$ cat src/rtl/hilo_mul_ctrl.sv
// HI/LO multicycle multiply controller around an external 32x32 MULTU array.
// Optional accumulate ops (MADDU/MADD) enabled by defining HILO_MADD_EN.
module hilo_mul_ctrl #(
  parameter int MUL_CYCLES = 2
) (
  input  logic        clk,
  input  logic        reset,
  input  logic        start,
`ifdef HILO_MADD_EN
  input  logic [2:0]  op,
`else
  input  logic [1:0]  op,
`endif
  input  logic [31:0] rs_val,
  input  logic [31:0] rt_val,
  output logic [31:0] mul_a,
  output logic [31:0] mul_b,
  input  logic [63:0] mul_z,
  output logic        busy,
  output logic        done,
  output logic [31:0] hi,
  output logic [31:0] lo
);

  typedef enum logic {IDLE, CALC} state_t;

  state_t      state_q;
  logic [3:0]  count_q;
  logic        neg_q;
  logic        acc_q;
  logic        done_q;
  logic [31:0] hi_q, lo_q;
  logic [31:0] mul_a_q, mul_b_q;

  logic        is_mul, is_sgn, is_acc;
  logic        is_mthi, is_mtlo;
  logic [31:0] abs_rs, abs_rt;
  logic [63:0] prod, wr_d;

  always_comb begin
    is_mul  = 1'b0;
    is_sgn  = 1'b0;
    is_acc  = 1'b0;
    is_mthi = 1'b0;
    is_mtlo = 1'b0;
    case (op)
`ifdef HILO_MADD_EN
      3'b000: is_mul = 1'b1;
      3'b001: begin is_mul = 1'b1; is_sgn = 1'b1; end
      3'b010: is_mthi = 1'b1;
      3'b011: is_mtlo = 1'b1;
      3'b100: begin is_mul = 1'b1; is_acc = 1'b1; end
      3'b101: begin
        is_mul = 1'b1;
        is_sgn = 1'b1;
        is_acc = 1'b1;
      end
`else
      2'b00: is_mul = 1'b1;
      2'b01: begin is_mul = 1'b1; is_sgn = 1'b1; end
      2'b10: is_mthi = 1'b1;
      2'b11: is_mtlo = 1'b1;
`endif
      default: ;
    endcase
  end

  // 0x80000000 negates to itself, which is the correct unsigned magnitude
  assign abs_rs = rs_val[31] ? (~rs_val + 32'd1) : rs_val;
  assign abs_rt = rt_val[31] ? (~rt_val + 32'd1) : rt_val;

  assign prod = neg_q ? (~mul_z + 64'd1) : mul_z;

`ifdef HILO_MADD_EN
  assign wr_d = acc_q ? ({hi_q, lo_q} + prod) : prod;
`else
  assign wr_d = prod;
`endif

  always_ff @(posedge clk or negedge reset) begin
    if (!reset) begin
      state_q <= IDLE;
      count_q <= 4'd0;
      neg_q   <= 1'b0;
      acc_q   <= 1'b0;
      done_q  <= 1'b0;
      hi_q    <= 32'd0;
      lo_q    <= 32'd0;
      mul_a_q <= 32'd0;
      mul_b_q <= 32'd0;
    end else begin
      done_q <= 1'b0;
      unique case (state_q)
        IDLE: begin
          if (start && is_mul) begin
            mul_a_q <= is_sgn ? abs_rs : rs_val;
            mul_b_q <= is_sgn ? abs_rt : rt_val;
            neg_q   <= is_sgn & (rs_val[31] ^ rt_val[31]);
            acc_q   <= is_acc;
            count_q <= 4'(MUL_CYCLES - 1);
            state_q <= CALC;
          end else if (start && is_mthi) begin
            hi_q <= rs_val;
          end else if (start && is_mtlo) begin
            lo_q <= rs_val;
          end
        end
        CALC: begin
          if (count_q != 4'd0) begin
            count_q <= count_q - 4'd1;
          end else begin
            {hi_q, lo_q} <= wr_d;
            done_q       <= 1'b1;
            state_q      <= IDLE;
          end
        end
        default: state_q <= IDLE;
      endcase
    end
  end

  assign busy  = (state_q == CALC);
  assign done  = done_q;
  assign hi    = hi_q;
  assign lo    = lo_q;
  assign mul_a = mul_a_q;
  assign mul_b = mul_b_q;

endmodule

$ cat config.mk
export PLATFORM = sky130hd
export DESIGN_NAME = hilo_mul_ctrl
export DESIGN_NICKNAME = d
export VERILOG_FILES = /design/src/rtl/hilo_mul_ctrl.sv
export SDC_FILE = /design/constraint.sdc
export NUM_CORES = 1
export LEC_CHECK = 0
export BUFFER_PORTS_ARGS = -buffer_cell sky130_fd_sc_hd__buf_2
export CAP_MARGIN = 10
export CORE_ASPECT_RATIO = 1.1
export CORE_MARGIN = 2
export CORE_UTILIZATION = 47
export DETAILED_ROUTE_END_ITERATION = 8
export MAX_ROUTING_LAYER = met4
export PLACE_DENSITY = 0.78
export SETUP_SLACK_MARGIN = 0.02
export SLEW_MARGIN = 20
export SYNTH_ARGS = -nofsm -noshare
export SYNTH_HDL_FRONTEND = slang
export SYNTH_SLANG_ARGS = --single-unit
export TNS_END_PERCENT = 10
$ cat constraint.sdc
create_clock -name clk -period 2 [get_ports clk]
set_input_delay 0 -clock clk [delete_from_list [all_inputs] [get_ports clk]]
set_output_delay 0 -clock clk [all_outputs]
set_load 0.01 [all_outputs]
Word-level counts from Yosys, hierarchy flattened

Index checks and enable logic that the tools add are counted.

Word-level logic and storage cells: 64
Register bits: 135
Output and inout port bits: 130

Reduce and logical (&&, ||, !) cells: 10
Muxes and demuxes: 26
Add/sub/neg operators: 4
Bitwise logic cells: 6
Eq/ne operators: 10

Operator list:

| operator                                          | number |
|---|---|
| 2-to-1 mux 32 bit                                 | 11 |
| case mux 32 bit (2 select lines)                  | 2 |
| adder 32 x 1 -> 32 bit (second input constant)    | 2 |
| adder 64 x 1 -> 64 bit (second input constant)    | 1 |
| 2-to-1 mux 64 bit                                 | 1 |
| inverter 32 bit                                   | 2 |
| inverter 64 bit                                   | 1 |
| != test 2 bit (second input constant)             | 6 |
| 2-to-1 mux 1 bit                                  | 8 |
| 2-to-1 mux 4 bit                                  | 2 |
| case mux 4 bit (2 select lines)                   | 1 |
| == test 2 bit (second input constant)             | 2 |
| AND reduction 2 bit                               | 2 |
| AND reduction 4 bit                               | 1 |
| nonzero test 4 bit                                | 1 |
| subtractor 4 x 1 -> 4 bit (second input constant) | 1 |
| logical AND 1 bit                                 | 3 |
| AND reduction 3 bit                               | 1 |
| == test 2 x 1 -> 1 bit (second input constant)    | 1 |
| zero test 2 bit                                   | 1 |
| != test 2 x 1 -> 1 bit (second input constant)    | 1 |
| case mux 1 bit (2 select lines)                   | 1 |
| OR reduction 2 bit                                | 1 |
| AND 1 bit                                         | 1 |
| 2 further kinds                                   | 2 |

Depth between registers and ports, before layout

Depth after elaboration: 7
Depth in mapped cells: 9
Mapped depth without buffers: 9

Worst setup path after synthesis

No wires, ideal clock.

Path type: input -> register
From: in mul_z[16]
To: reg hi_q[21] (netlist: hi[21])
Path buffers: 2
Data required time: 1.863 ns
Stages on the path: 8
Setup slack: -0.465 ns
Arrival time: 2.328 ns
Cell sequence: or4_1 > buf_2 > or4_4 > or4_4 > buf_6 > o41ai_4 > xor2_1 > a21oi_1

Longest elaborated chain between the ends: 5

Ends and longest elaborated chain:

| element                          | line | text |
|---|---|---|
| start, declared                  | 18   | `input logic [63:0] mul_z,` |
| inverter 64 bit                  | 72   | `assign prod = neg_q ? (~mul_z + 64'd1) : mul_z;` |
| adder 64 x 1 -> 64 bit           | 72   |  |
| 2-to-1 mux 64 bit                | 72   |  |
| 2-to-1 mux 32 bit                | 109  | `if (count_q != 4'd0) begin` |
| case mux 32 bit (2 select lines) | 93   | `unique case (state_q)` |
| end signal, assigned             | 103  | `hi_q <= rs_val;` |
| end signal, assigned             | 112  | `{hi_q, lo_q} <= wr_d;` |
| end, declared                    | 32   | `logic [31:0] hi_q, lo_q;` |

Every way passes these cells. The select of a mux whose other input is x is not followed.
A chain may end at the register's enable or synchronous reset.

Worst setup path after layout

From: in mul_z[15]
To: reg hi_q[19] (netlist: hi[19])

Same word-level chain as after synthesis.

==> results.sh <==
export IMPL_cp_end_kind="register"
export IMPL_grtUsageTotal=0.352
export IMPL_period_needed_ns=2.13
export IMPL_die_h_um=142
export IMPL_ant_nets=0
export IMPL_globalRoute_totalOverflow=0
export IMPL_wl_per_cell_um=19.7
export IMPL_drc=0
export IMPL_relSlewSlack=0.621
export IMPL_drt_pass1_iterations=5
export IMPL_synth_flop_cell="dfrtp_1"
export IMPL_synth_area_mm2=0.00817
export IMPL_grt_pass1_vias=9251
export IMPL_mappedNetlistNets=1071
export IMPL_dieWidth_um=130
export IMPL_synth_seq_area_share=0.414
export IMPL_pre_cts_slack_ns=-0.701
export IMPL_hold_ws_ns=-0.00614
export IMPL_io_buffers=262
export IMPL_row_count=50
export IMPL_top_usage_layer="met2"
export IMPL_fmax_ghz=0.470
export IMPL_fp_dieArea_mm2=0.0184
export IMPL_clock_skew_ns=0.0117
export IMPL_ys_warnings_count=0
export IMPL_final_hold_viol_count=1
export IMPL_arrival_ns=2.49
export IMPL_critPathMaxFanout=5
export IMPL_cp_buffers_inverters=1
export IMPL_grt_use_met3=0.0564
export IMPL_crit_path_frequent_cell="or4_4"
export IMPL_fill_cells=1253
export IMPL_cp_data_required_time_ns=2.36
export IMPL_synth_commonest_cells="135 x dfrtp_1, 105 x nand2_1, 103 x o21ai_0"
export IMPL_finalWorstSetupSlack_ns=-0.128
export IMPL_clk_pin_slew_ns=0.06
export IMPL_drive_above_1_share=0.360
export IMPL_period_share=1.06
export IMPL_via_count=9366
export IMPL_place_inst=1513
export IMPL_fin_cells=1627
export IMPL_min_path_type="in -> reg"
export IMPL_clk_latency_ns=0.44
export IMPL_antenna_found_initial=0
export IMPL_max_stage_delay_ns=0.58
export IMPL_core_region_area_mm2=0.0170
export IMPL_leakage_uw=0.00566
export IMPL_tightest_slew_ns=0.569
export IMPL_synth_top_cell_area_share=0.414
export IMPL_synth_area_leaders="dfrtp_1 41%, xor2_1 8.2%, o21ai_0 6.3%"
export IMPL_async_reset_ff_frac=1.00
export IMPL_synth_cell_type_count=55
export IMPL_drv_cap=0
export IMPL_outcome="complete, but fails checks"
export IMPL_cp_start_kind="primary input"
export IMPL_power_density_mw_per_mm2=1270
export IMPL_syn_area_per_cell_um2=8.74
export IMPL_grt_max_degree=64
export IMPL_drtIter0Drc=732
export IMPL_hpwl_um=21700
export IMPL_dpl_cell_area_mm2=0.0107
export IMPL_crit_type="in -> reg"
export IMPL_design_area_mm2=0.0125
export IMPL_place_gp_congestion=0.964
export IMPL_crit_chain="buf_6, or4_4, or4_4, or4_4, nor4_4, mux2_4, a21oi_2"
export IMPL_synth_most_common_cell="dfrtp_1"
export IMPL_syn2layout_area_growth_pct=53.7
export IMPL_finalMaxSlewViolations=0
export IMPL_wirelength_um=32100
export IMPL_layout_nets=1517
export IMPL_grt_use_met1=0.431
export IMPL_yosys_area_top_type="dfrtp_1"
export IMPL_top_level_ports=263
export IMPL_irDropWorstVdd_mv=0.756
export IMPL_finalPower_uw=15900
export IMPL_crit_family="simple AND/OR/NAND/NOR gates"
export IMPL_cts_root_buf="clkbuf_16"
export IMPL_cts_sinks=135
export IMPL_clockBufferDepth=2
export IMPL_grt_util_met2=0.581
export IMPL_start_util=0.480
export IMPL_syn_inst=934
export IMPL_violations="negative hold slack, negative setup slack"
export IMPL_htree_levels=4
export IMPL_cp_slowest_cell="or4_4"
export IMPL_avgViaCountPerCell=5.76
export IMPL_cts_buffers=17
export IMPL_setup_viol=9
export IMPL_synth_seq_cells=135
export IMPL_grt_pass1_wl_um=48800
export IMPL_cts_tree="yes"
export IMPL_antenna_cells=0
export IMPL_synth_edff_count=0
export IMPL_rsz0062_at_grt="yes"
worst paths after layout:
check | startpoint | endpoint | slack, ns | cells past startpoint
max in group asynchronous | reset | busy | 1.19 | 3
setup / recovery | mul_z[15] | hi[19] | -0.13 | 7
min in group asynchronous | reset | mul_a[11] | 0.10 | 2
hold / removal | rs_val[16] | mul_a[16] | -0.006 | 3
hold reg to reg | mul_a[19] | mul_a[19] | 0.47 | 2
setup reg to reg | count_q[0] | hi[28] | 0.10 | 9
report_power, final:
| group | internal [uW] | switching, uW |
|---|---|---|
| logic | 3130 | 4290 |
| registers | 4120 | 844 |
| clock network | 2280 | 1280 |
| total | 9520 | 6410 |
flip-flops by register name (all words and copies together), names as in the netlist:
name and count:
busy 1, count_q 4, done 1, hi 32, lo 32, mul_a 32, mul_b 32, neg_q 1
tightest hold or removal path: cells and delay by family:
| kind | cells | cell delay, ns |
|---|---|---|
| AOI/OAI and AO/OA | 1 | 0.14 |
| buffers and inverters | 1 | 0.13 |
| xor gates and xnor gates | 1 | 0.11 |
per-stage QoR:
stage	util	TNS, ns
CTS	0.723	-0.643
floorplan	-	-8.60
detailed placement	0.629	-19.34
global placement	0.629	-17.08
global route	0.738	-1.61
finish	0.738	-0.731
cell families (layout without fill, tap and decap cells):
kind of cell               count (synthesis)  after routing  synth area share
AOI/OAI and AO/OA                        273            273             0.216
and+or+nand+nor                          326            327             0.193
DFF                                      135            135             0.414
buffers and inverters                     72            530            0.0366
muxes                                      7              7           0.00889
adders and majority gates                  4              4           0.00613
xor gates and xnor gates                 117            117             0.125
per-layer routing:
metal | part of all wire | routed length (um)
met2 | 0.49 | 15700
met5 | 0 | 0
met3 | 0.075 | 2400
met1 | 0.40 | 12800
met4 | 0.036 | 1160
area by class of cell:
class | instances | area, um2 | area share
Clock buffer | 20 | 457 | 0.0364
Tap cell | 234 | 293 | 0.0233
Multi-Input combinational cell | 728 | 4890 | 0.389
Sequential cell | 135 | 3380 | 0.269
Clock inverter | 12 | 199 | 0.0159
Inverter | 17 | 63.8 | 0.00508
Timing Repair Buffer | 481 | 3270 | 0.261
repair_timing:
action	4_1_cts	5_1_grt
hold buffers	80	0
gates cloned	1	0
buffers inserted	1	0
setup endpoints to repair	16	57
pin swaps	24	8
endpoints found under the hold margin	144	0
resized for setup	25	39
placed cells by master, fill, tap and decap left out, types with 18 or more instances in the layout:
cell type and n:
o31ai_1 23, dfrtp_1 133, buf_2 260, nor2_1 92
o21ai_0 100, nand2_1 105, or3_1 23, a21oi_1 42
xor2_1 76, xnor2_1 40, buf_4 128, dlygate4sd3_1 80
a21o_1 18
No activity file was read; power rests on OpenSTA's default activity.
